===== config.mk =====
export PLATFORM = sky130hd
export DESIGN_NAME = e203_ifu_flush_rsp_flat
export DESIGN_NICKNAME = d
export VERILOG_FILES = /design/src/rtl/e203_ifu_pkg.sv /design/src/rtl/e203_ifu_flush_rsp_if.sv /design/src/rtl/e203_ifu_pc_fifo.sv /design/src/rtl/e203_ifu_flush_rsp.sv /design/src/flat_wrapper.sv
export SDC_FILE = /design/constraint.sdc
export NUM_CORES = 1
export LEC_CHECK = 0
export ABC_CLOCK_PERIOD_IN_PS = 3600
export CAP_MARGIN = 20
export CORE_UTILIZATION = 52
export CTS_BUF_LIST = sky130_fd_sc_hd__clkbuf_8
export DETAILED_ROUTE_END_ITERATION = 6
export HOLD_SLACK_MARGIN = 0.06
export PLACE_DENSITY = 0.83
export REMOVE_ABC_BUFFERS = 1
export SYNTH_ARGS = -nofsm -noshare
export SYNTH_HDL_FRONTEND = slang
export SYNTH_SLANG_ARGS = --single-unit
export TNS_END_PERCENT = 5

===== constraint.sdc =====
create_clock -name clk -period 3.6 [get_ports clk]
set_clock_uncertainty 0.15 [all_clocks]
set_input_delay 0.36 -clock clk [delete_from_list [all_inputs] [get_ports clk]]
set_output_delay 0.36 -clock clk [all_outputs]
set_load 0.01 [all_outputs]

===== src/rtl/e203_ifu_pkg.sv =====
// e203_ifu_pkg: shared IFU constants and the flush/halt responder state type
package e203_ifu_pkg;
  localparam int PC_INCR = 4;
  localparam logic [31:0] DEFAULT_RESET_PC = 32'h0000_1000;
  typedef enum logic {RUN, HALT} ifu_state_e;
endpackage


===== src/rtl/e203_ifu_flush_rsp_if.sv =====
// e203_ifu_flush_rsp_if: flush/halt handshake plus fetch request/response bus (pipe_flush_pc only with E203_FLUSH_PC_DIRECT_EN)
interface e203_ifu_flush_rsp_if #(parameter int PC_W = 32);
  logic pipe_flush_req;
  logic pipe_flush_ack;
  logic [PC_W-1:0] pipe_flush_add_op1;
  logic [PC_W-1:0] pipe_flush_add_op2;
`ifdef E203_FLUSH_PC_DIRECT_EN
  logic [PC_W-1:0] pipe_flush_pc;
`endif
  logic halt_req;
  logic halt_ack;
  logic ifu_req_valid;
  logic ifu_req_ready;
  logic [PC_W-1:0] ifu_req_pc;
  logic ifu_rsp_valid;
  logic ifu_rsp_ready;
  logic rsp_keep;
  logic [PC_W-1:0] rsp_pc;
  modport slave (
    input pipe_flush_req, pipe_flush_add_op1, pipe_flush_add_op2,
`ifdef E203_FLUSH_PC_DIRECT_EN
    input pipe_flush_pc,
`endif
    input halt_req, ifu_req_ready, ifu_rsp_valid,
    output pipe_flush_ack, halt_ack, ifu_req_valid, ifu_req_pc, ifu_rsp_ready, rsp_keep, rsp_pc
  );
  modport master (
    output pipe_flush_req, pipe_flush_add_op1, pipe_flush_add_op2,
`ifdef E203_FLUSH_PC_DIRECT_EN
    output pipe_flush_pc,
`endif
    output halt_req, ifu_req_ready, ifu_rsp_valid,
    input pipe_flush_ack, halt_ack, ifu_req_valid, ifu_req_pc, ifu_rsp_ready, rsp_keep, rsp_pc
  );
endinterface


===== src/rtl/e203_ifu_pc_fifo.sv =====
// e203_ifu_pc_fifo: circular FIFO holding the PCs of outstanding fetch requests
module e203_ifu_pc_fifo #(
  parameter int DEPTH = 2,
  parameter int W = 32
) (
  input  logic clk,
  input  logic rst,
  input  logic push,
  input  logic [W-1:0] push_pc,
  input  logic pop,
  output logic [W-1:0] head,
  output logic [$clog2(DEPTH+1)-1:0] count
);
  localparam int PW = DEPTH > 1 ? $clog2(DEPTH) : 1;
  localparam int CW = $clog2(DEPTH+1);
  logic [W-1:0] mem [DEPTH];
  logic [PW-1:0] wr_ptr, rd_ptr;
  function automatic logic [PW-1:0] ptr_inc(input logic [PW-1:0] p);
    return (p == PW'(DEPTH-1)) ? '0 : p + PW'(1);
  endfunction
  always_ff @(posedge clk) begin
    if (rst) begin
      wr_ptr <= '0;
      rd_ptr <= '0;
      count  <= '0;
    end else begin
      wr_ptr <= push ? ptr_inc(wr_ptr) : wr_ptr;
      rd_ptr <= pop ? ptr_inc(rd_ptr) : rd_ptr;
      count  <= count + CW'(push) - CW'(pop);
    end
  end
  always_ff @(posedge clk) begin
    if (push) mem[wr_ptr] <= push_pc;
  end
  assign head = mem[rd_ptr];
endmodule


===== src/rtl/e203_ifu_flush_rsp.sv =====
// e203_ifu_flush_rsp: IFU fetch PC owner answering commit flushes and WFI halts.
// Define E203_FLUSH_PC_DIRECT_EN to take the flush PC precomputed instead of via the op1+op2 adder.
module e203_ifu_flush_rsp
  import e203_ifu_pkg::*;
#(
  parameter int PC_W = 32,
  parameter int OUTS_MAX = 2,
  parameter logic [PC_W-1:0] RESET_PC = PC_W'(DEFAULT_RESET_PC)
) (
  input logic clk,
  input logic rst,
  e203_ifu_flush_rsp_if.slave bus
);
  localparam int CW = $clog2(OUTS_MAX+1);
  localparam logic [CW-1:0] MAX_CNT = CW'(OUTS_MAX);
  ifu_state_e state, state_nxt;
  logic [PC_W-1:0] pc_r, pc_nxt, flush_pc, head_pc;
  logic [CW-1:0] outs_cnt, outs_nxt, discard_cnt, discard_nxt;
  logic flush_fire, req_valid, req_fire, rsp_fire;
`ifdef E203_FLUSH_PC_DIRECT_EN
  assign flush_pc = bus.pipe_flush_pc & ~PC_W'(1);
`else
  assign flush_pc = (bus.pipe_flush_add_op1 + bus.pipe_flush_add_op2) & ~PC_W'(1);
`endif
  e203_ifu_pc_fifo #(.DEPTH(OUTS_MAX), .W(PC_W)) u_fifo (
    .clk(clk), .rst(rst), .push(req_fire), .push_pc(pc_r),
    .pop(rsp_fire), .head(head_pc), .count(outs_cnt)
  );
  // A response arriving with nothing outstanding is dropped without popping.
  always_comb begin
    flush_fire  = bus.pipe_flush_req & ~rst;
    req_valid   = ~rst & (state == RUN) & ~bus.halt_req & ~bus.pipe_flush_req & (outs_cnt < MAX_CNT);
    req_fire    = req_valid & bus.ifu_req_ready;
    rsp_fire    = bus.ifu_rsp_valid & ~rst & (outs_cnt != '0);
    outs_nxt    = outs_cnt + CW'(req_fire) - CW'(rsp_fire);
    state_nxt   = (state == RUN) ? ((bus.halt_req && outs_nxt == '0) ? HALT : RUN)
                                 : (bus.halt_req ? HALT : RUN);
    pc_nxt      = flush_fire ? flush_pc : req_fire ? pc_r + PC_W'(PC_INCR) : pc_r;
    discard_nxt = flush_fire ? outs_cnt - CW'(rsp_fire)
                : (rsp_fire && discard_cnt != '0) ? discard_cnt - CW'(1) : discard_cnt;
  end
  always_ff @(posedge clk) begin
    if (rst) begin
      state       <= RUN;
      pc_r        <= RESET_PC;
      discard_cnt <= '0;
    end else begin
      state       <= state_nxt;
      pc_r        <= pc_nxt;
      discard_cnt <= discard_nxt;
    end
  end
  assign bus.pipe_flush_ack = ~rst;
  assign bus.ifu_rsp_ready  = ~rst;
  assign bus.ifu_req_valid  = req_valid;
  assign bus.ifu_req_pc     = pc_r;
  assign bus.halt_ack       = (state == HALT);
  assign bus.rsp_keep       = rsp_fire & (discard_cnt == '0) & ~flush_fire;
  assign bus.rsp_pc         = head_pc;
endmodule


===== src/flat_wrapper.sv =====
// flat-port wrapper written by rule: the top's interface ports become plain ports
module e203_ifu_flush_rsp_flat import e203_ifu_pkg::*;
#(
  parameter int PC_W = 32,
  parameter int OUTS_MAX = 2,
  parameter logic [PC_W-1:0] RESET_PC = PC_W'(DEFAULT_RESET_PC)
)
  (clk, rst, bus_pipe_flush_req, bus_pipe_flush_add_op1, bus_pipe_flush_add_op2, bus_halt_req, bus_ifu_req_ready, bus_ifu_rsp_valid, bus_pipe_flush_ack, bus_halt_ack, bus_ifu_req_valid, bus_ifu_req_pc, bus_ifu_rsp_ready, bus_rsp_keep, bus_rsp_pc);
  e203_ifu_flush_rsp_if #(.PC_W(PC_W)) bus_i ();
  input logic clk;
  input logic rst;
  input wire logic [$bits(bus_i.pipe_flush_req)-1:0] bus_pipe_flush_req;
  input wire logic [$bits(bus_i.pipe_flush_add_op1)-1:0] bus_pipe_flush_add_op1;
  input wire logic [$bits(bus_i.pipe_flush_add_op2)-1:0] bus_pipe_flush_add_op2;
  input wire logic [$bits(bus_i.halt_req)-1:0] bus_halt_req;
  input wire logic [$bits(bus_i.ifu_req_ready)-1:0] bus_ifu_req_ready;
  input wire logic [$bits(bus_i.ifu_rsp_valid)-1:0] bus_ifu_rsp_valid;
  output wire logic [$bits(bus_i.pipe_flush_ack)-1:0] bus_pipe_flush_ack;
  output wire logic [$bits(bus_i.halt_ack)-1:0] bus_halt_ack;
  output wire logic [$bits(bus_i.ifu_req_valid)-1:0] bus_ifu_req_valid;
  output wire logic [$bits(bus_i.ifu_req_pc)-1:0] bus_ifu_req_pc;
  output wire logic [$bits(bus_i.ifu_rsp_ready)-1:0] bus_ifu_rsp_ready;
  output wire logic [$bits(bus_i.rsp_keep)-1:0] bus_rsp_keep;
  output wire logic [$bits(bus_i.rsp_pc)-1:0] bus_rsp_pc;
  assign bus_i.pipe_flush_req = bus_pipe_flush_req;
  assign bus_i.pipe_flush_add_op1 = bus_pipe_flush_add_op1;
  assign bus_i.pipe_flush_add_op2 = bus_pipe_flush_add_op2;
  assign bus_i.halt_req = bus_halt_req;
  assign bus_i.ifu_req_ready = bus_ifu_req_ready;
  assign bus_i.ifu_rsp_valid = bus_ifu_rsp_valid;
  assign bus_pipe_flush_ack = bus_i.pipe_flush_ack;
  assign bus_halt_ack = bus_i.halt_ack;
  assign bus_ifu_req_valid = bus_i.ifu_req_valid;
  assign bus_ifu_req_pc = bus_i.ifu_req_pc;
  assign bus_ifu_rsp_ready = bus_i.ifu_rsp_ready;
  assign bus_rsp_keep = bus_i.rsp_keep;
  assign bus_rsp_pc = bus_i.rsp_pc;
  e203_ifu_flush_rsp #(.PC_W(PC_W), .OUTS_MAX(OUTS_MAX), .RESET_PC(RESET_PC)) u_core (.clk(clk), .rst(rst), .bus(bus_i));
endmodule

==> impl_metrics.csv, run 1 <==
group,metric,value,unit
setup_path,rr_worst_depth,8,
clock_tree,clk_path_buf_depth,2,
placed_design,port_buffers,136,
setup_path,critPathKind,"in -> reg",
route,drtIter0Drc,325,
global_routing,grt_max_degree,47,
setup_path,worst_setup_path_end_kind,"flop",
clock_tree,h-tree-depth,3,
synth,synthMuxAreaShare,6.32,%
power_and_ir_drop,p_leak,2.81,nW
setup_path,slowest_delay,0.43,ns
sta,tns,0,ns
synth,synthAdderAreaFrac,7.61,%
sta,timing.slew.headroom,50.8,%
sta,tightest_slew,0.737,ns
die,die-area,0.0120,mm^2
clock_tree,cts_setup_buffers,0,
synth,synth_edf_count,62,
setup_path,crit_path_start_kind,"primary input",
final_layout,diodes,0,
sta,hold_violations,0,
route,routedWlPerCell,16.8,um
min_path,hold_path.class,"reg -> reg",
clock_tree,tritoncts,"yes",
setup_path,cp.arrival,3.16,ns
setup_path,cp_top_family,"compound AO/OA/AOI/OAI gates",
final_layout,fill_cells,832,
synth,ys_ff_latch,101,
final_layout,regArea,0.00264,mm^2
final_layout,area_growth,27.6,%
power_and_ir_drop,powerDensity,360,mW/mm^2
synth,yosys.area_share.xor_xnor,7.28,%
route,vias,5056,
global_routing,grt_overflow_total,0,
route,dr_wl_met3,768,um
die,initial_core_util,54.5,%
setup_path,crit_start,"bus_pipe_flush_add_op2[12]",
route,m1WireLength,6.63,mm
synth,synth_cell_type_count,74,
setup_path,cp.required,3.72,ns
die,die_height,110,um
route,vias_per_cell,5.89,
synth,synth_area,0.00601,mm^2
setup_path,r2r_start,"u_core.u_fifo.count[1]$_SDFF_PP0_",
synth,yosys.area_share.simple,14.7,%
global_routing,grt_pass1_wl,22.8,mm
sta,drv_slew,0,
power_and_ir_drop,vdd_ir_drop_max,208,uV
clock_tree,ctsResizeCount,0,
placed_design,dp_cells,843,
synth,synth_commonest_cells,"edfxtp_1 (62), nor2_1 (50), a21oi_1 (39), dfxtp_1 (39), nand2_1 (39)",
route,met2_length,6.79,mm
setup_path,cp_cell_sequence,"clkdlybuf4s50_1 > ha_1 > a21o_1 > o21bai_1 > a2111o_1 > a21o_1 > a41oi_1 > o21ai_0 > xnor2_1 > a211oi_1",
synth,ys.warnings.count,0,
sta,fin_crit_sh,84.5,%
sta,final.min_clock_period,3.04,ns
route,finalWirelength,14.4,mm
die,top_level_ports,139,
die,die_x,110,um
die,rows,38,
setup_path,path_depth,10,
placed_design,dpl.hpwl,10.9,mm
placed_design,gp_congestion,0.858,
final_layout,nets,820,
final_layout,drive_above_1_share,9.74,%
clock_tree,cts_root_buf,"clkbuf_8",
global_routing,grt.total_usage,24.5,%
run_status,status,"complete, no violations",
synth,synthCells,587,
synth,synth.area.top_cells,"edfxtp_1 (31%), dfxtp_1 (13%), ha_1 (7.3%), mux2_2 (6.0%), xnor2_1 (4.5%)",
route,drc,0,
final_layout,instances_no_fill,859,
sta,setup_violations,0,
sta,rsz0062_at_grt,"no",
clock_tree,clk_pin_slew,0.10,ns
sta,fmax,0.329,GHz
route,ant_nets,0,
setup_path,slowest_stage,"a2111o_1",
min_path,hold_depth,2,
clock_tree,clock_sinks,101,
setup_path,worstPathMaxFanout,7,
final_layout,multi_input_area,0.00320,mm^2
global_routing,antenna_found_initial,0,
synth,synth_compound_area_share,17.0,%
clock_tree,clkLatencyLatePin,0.36,ns
min_path,hp-start,"u_core.u_fifo.rd_ptr$_SDFFE_PP0P_",
global_routing,grt_pass1_vias,4557,
clock_tree,cts_hold_buffers,0,
synth,syn_avg_cell_area,10.2,um^2
synth,yosysTopAreaCellShare,31.0,%
synth,synth_largest_area_cell,"edfxtp_1",
synth,synthArstFlopShare,0,%
synth,synth_ff_type,"edfxtp_1",
synth,synth.most_common_cell,"edfxtp_1",
clock_tree,numCtsBuffers,9,
setup_path,critPathBufInv,1,
setup_path,crit_top_cell,"a21o_1",
route,first_pass_iters,5,
route,highest_layer,"met4",
synth,ys_seq_area_share,43.9,%
job,max-cap-violations,0,
synth,synth_top_family_by_area,"compound AO/OA/AOI/OAI gates",
die,core,0.0110,mm^2
## routing by layer
layer	global-route usage, %	vias up
li1	-	2463
met1	34.6	2373
met2	39.2	199
met3	3.56	21
met4	7.14	0
met5	0	-
## tightest hold or removal path, delay by kind of cell, from the launching register on
family | cells | cell delay [ns]
flip-flops | 1 | 0.33
AND/OR/NAND/NOR | 1 | 0.08
XOR/XNOR | 1 | 0.07
## sequential cells by signal, summed over array words and instances, names as in the netlist, named ones only
register               flops
u_core.bus.halt_ack        1
u_core.bus.ifu_req_pc     31
u_core.discard_cnt         2
u_core.u_fifo.count        2
u_core.u_fifo.mem         62
u_core.u_fifo.rd_ptr       1
u_core.u_fifo.wr_ptr       1
## power by group
group          switching [mW]  internal [mW]
Clock                   0.399          0.282
Combinational           0.351          0.364
Sequential             0.0774           1.29
## worst paths after layout
| check | to | slack [ns] |
|---|---|---|
| max | u_core.bus.ifu_req_pc[23]$_SDFFE_PP0P_ | 0.56 |
| min | flop | 0.35 |
| max reg2reg | u_core.bus.ifu_req_pc[27]$_SDFFE_PP0P_ | 0.88 |
| min reg2reg | flop | 0.35 |
## final cells by class
type,instances,share of cell area [%]
Clock buffer,10,1.79
Clock inverter,6,0.701
Inverter,19,0.929
Multi-Input combinational cell,442,41.6
Sequential cell,101,34.4
Tap cell,140,2.28
Timing Repair Buffer,141,18.2
## kinds of logic after synthesis
family	count (synthesis)
AOI/OAI and AO/OA	150
xor gates and xnor gates	50
adders and majority gates	36
buffers and inverters	45
DFF	101
muxes	34
other	1
and+or+nand+nor	170
## cells in the final DEF (no fill, tap or decap), types with 9 or more instances in the layout
master,n
a211oi_1,20
a21o_1,14
a21oi_1,39
and3_1,9
clkbuf_8,10
clkdlybuf4s50_1,136
dfxtp_1,39
edfxtp_1,62
ha_1,35
inv_1,18
mux2_2,32
nand2_1,39
nand3_1,13
nand4_1,15
nor2_1,49
nor3_1,9
o21ai_0,22
xnor2_1,31
xor2_1,19
## metrics by stage
step	total power, mW	instance area (um^2)	hold slack, ns	utilization, %	worst slack, ns
3_3_place_gp	2.08	7480	0.321	67.9	0.284
3_5_place_dp	2.09	7480	0.336	67.9	0.212
4_1_cts	2.76	7680	0.358	69.6	0.586
2_1_floorplan	1.77	5910	0.279	-	0.539
6_report	2.76	7680	0.355	69.6	0.559
5_1_grt	2.89	7680	0.376	69.6	0.421
(Power assumes the default switching activity.)
==> inputs of run 2 (changes only) <==
Settings changed: ABC_CLOCK_PERIOD_IN_PS 3600 to 2600, CORE_UTILIZATION 52 to 47, PLACE_DENSITY 0.83 to 0.79.
Clock period 3.6 ns to 2.6 ns, I/O delays scaled along.
==> run 2 against run 1 <==
Effect of this change:
- sequential power grew 37%
- sequential cell count is the same
- count of clock-buffer cells in the layout shrank 1
- largest cell class unchanged
- hold slack gained 0.017 ns
- design area grew 13%
- via count grew 9.8%
==> impl_metrics.csv, run 2 (synthesized netlist as in run 1, its figures left out) <==
group,metric,value,unit
run_status,status,"complete, no violations",
die,die_x,115,um
sta,rsz0062_at_grt,"yes",
die,initial_core_util,49.1,%
sta,fin_hold_ws,0.371,ns
final_layout,design_area,0.00869,mm^2
setup_path,crit_top_cell,"o31ai_4",
route,ant_nets,0,
setup_path,r2r_end,"u_core.bus.ifu_req_pc[27]$_SDFFE_PP0P_",
final_layout,largest_register_ffs,62,
placed_design,port_buffers,136,
setup_path,cp_top_family,"compound AO/OA/AOI/OAI gates",
min_path,whs_endpoint,"u_core.u_fifo.mem[0][1]$_DFFE_PP_",
power_and_ir_drop,vdd_ir_drop_max,247,uV
sta,fin_crit_sh,99.8,%
sta,setup_violations,0,
setup_path,cp.required,2.71,ns
final_layout,diodes,0,
sta,tns,0,ns
clock_tree,clk_path_buf_depth,2,
placed_design,place_ws,-0.561,ns
die,top_level_ports,139,
sta,drv_slew,0,
global_routing,antenna_found_initial,0,
power_and_ir_drop,total_power,4.09,mW
clock_tree,clkLatencyLatePin,0.36,ns
route,drtIter0Drc,450,
setup_path,critPathKind,"in -> reg",
global_routing,grt_max_degree,47,
setup_path,crit_path_start_kind,"primary input",
global_routing,grt_pass1_vias,5413,
placed_design,dpl-instance-area,0.00836,mm^2
setup_path,rr_worst_depth,8,
setup_path,path_depth,10,
final_layout,instances_no_fill,996,
clock_tree,clock_sinks,101,
setup_path,worstPathMaxFanout,3,
min_path,hp-start,"u_core.bus.ifu_req_pc[1]$_SDFFE_PP0P_",
setup_path,worst_setup_path_end_kind,"flop",
die,die_height,115,um
route,finalWirelength,16.3,mm
final_layout,nets,929,
final_layout,drive_above_1_share,23.6,%
final_layout,area_growth,44.5,%
clock_tree,clk_pin_slew,0.09,ns
min_path,hold_depth,0,
sta,final.min_clock_period,2.59,ns
placed_design,gp_congestion,0.916,
global_routing,grt_overflow_total,0,
global_routing,grt_pass1_wl,25.9,mm
die,die-area,0.0133,mm^2
clock_tree,tritoncts,"yes",
route,routedWlPerCell,16.3,um
placed_design,dp_cells,978,
die,core,0.0123,mm^2
final_layout,max_flop_register,"u_core.u_fifo.mem",
power_and_ir_drop,powerDensity,470,mW/mm^2
setup_path,critPathBufInv,1,
sta,fmax,0.386,GHz
setup_path,cp.arrival,2.70,ns
final_layout,layout_common_cells,"clkdlybuf4s50_1 (136), buf_4 (110), edfxtp_1 (62)",
clock_tree,cts_hold_buffers,0,
clock_tree,h-tree-depth,3,
final_layout,fill_cells,896,
route,drc,0,
route,vias,5550,
setup_path,r2r_start,"u_core.bus.halt_ack$_SDFF_PP0_",
setup_path,slowest_stage,"clkdlybuf4s50_1",
final_layout,finish.utilization,70.9,%
power_and_ir_drop,p_leak,3.37,nW
global_routing,grt.total_usage,24.7,%
min_path,hold_path.class,"reg -> reg",
route,first_pass_iters,5,
sta,hold_violations,0,
setup_path,cp_cell_sequence,"clkdlybuf4s50_1 > ha_1 > nor2b_2 > o31ai_4 > a21boi_2 > or3_4 > a21boi_4 > o31ai_4 > o211a_1 > a2111oi_2",
clock_tree,cts_root_buf,"clkbuf_8",
setup_path,r2r_setup_slack,0.16,ns
job,max-cap-violations,0,
die,rows,40,
setup_path,slowest_delay,0.40,ns
placed_design,dpl.hpwl,12.3,mm
final_layout,final_common_cell,"clkdlybuf4s50_1",
route,vias_per_cell,5.57,
clock_tree,numCtsBuffers,9,
sta,timing.final.ws_setup,0.00631,ns
[run 2: cell type report]
| class | instances | area (um^2) | area share, % |
|---|---|---|---|
| multi-input combinational | 442 | 3320 | 38.2 |
| sequential | 101 | 2640 | 30.4 |
| timing repair buffer | 250 | 2260 | 26.0 |
| tap | 168 | 210 | 2.42 |
| clock buffer | 9 | 124 | 1.42 |
| inverter | 19 | 71.3 | 0.820 |
| clock inverter | 7 | 66.3 | 0.763 |
[run 2: worst max path at each step]
| stage | start | endpoint | slack, ns |
|---|---|---|---|
| 3_5_place_dp | bus_pipe_flush_add_op2[1] | u_core.bus.ifu_req_pc[30]$_SDFFE_PP0P_ | -0.56 |
| 5_1_grt | bus_pipe_flush_add_op1[12] | u_core.bus.ifu_req_pc[29]$_SDFFE_PP0P_ | -0.05 |
| 4_1_cts | bus_pipe_flush_add_op2[7] | u_core.bus.ifu_req_pc[26]$_SDFFE_PP0P_ | -0.003 |
| 2_1_floorplan | u_core.u_fifo.count[1]$_SDFF_PP0_ | u_core.u_fifo.mem[0][10]$_DFFE_PP_ | -0.44 |
| 6_report | bus_pipe_flush_add_op2[2] | u_core.bus.ifu_req_pc[26]$_SDFFE_PP0P_ | 0.006 |
| 3_3_place_gp | bus_pipe_flush_add_op2[1] | u_core.bus.ifu_req_pc[30]$_SDFFE_PP0P_ | -0.47 |
[run 2: repair_timing]
item | 4_1_cts | 5_1_grt
endpoints found under the setup margin | 6 | 15
gates resized for setup | 9 | 17
setup buffers | 1 | 1
pin swaps | 2 | 11
[run 2: power by group]
part / total [mW] / internal [mW] / switching, mW
logic: 1.26 / 0.680 / 0.581
registers: 1.87 / 1.78 / 0.0888
clock network: 0.955 / 0.437 / 0.518
[run 2: per-layer routing]
metal,track usage [%],share of wire [%],vias up
met2,42.0,48,232
met5,0,0,-
li1,-,-,2680
met1,32.1,43,2595
met3,3.00,5.1,43
met4,10.2,3.2,0
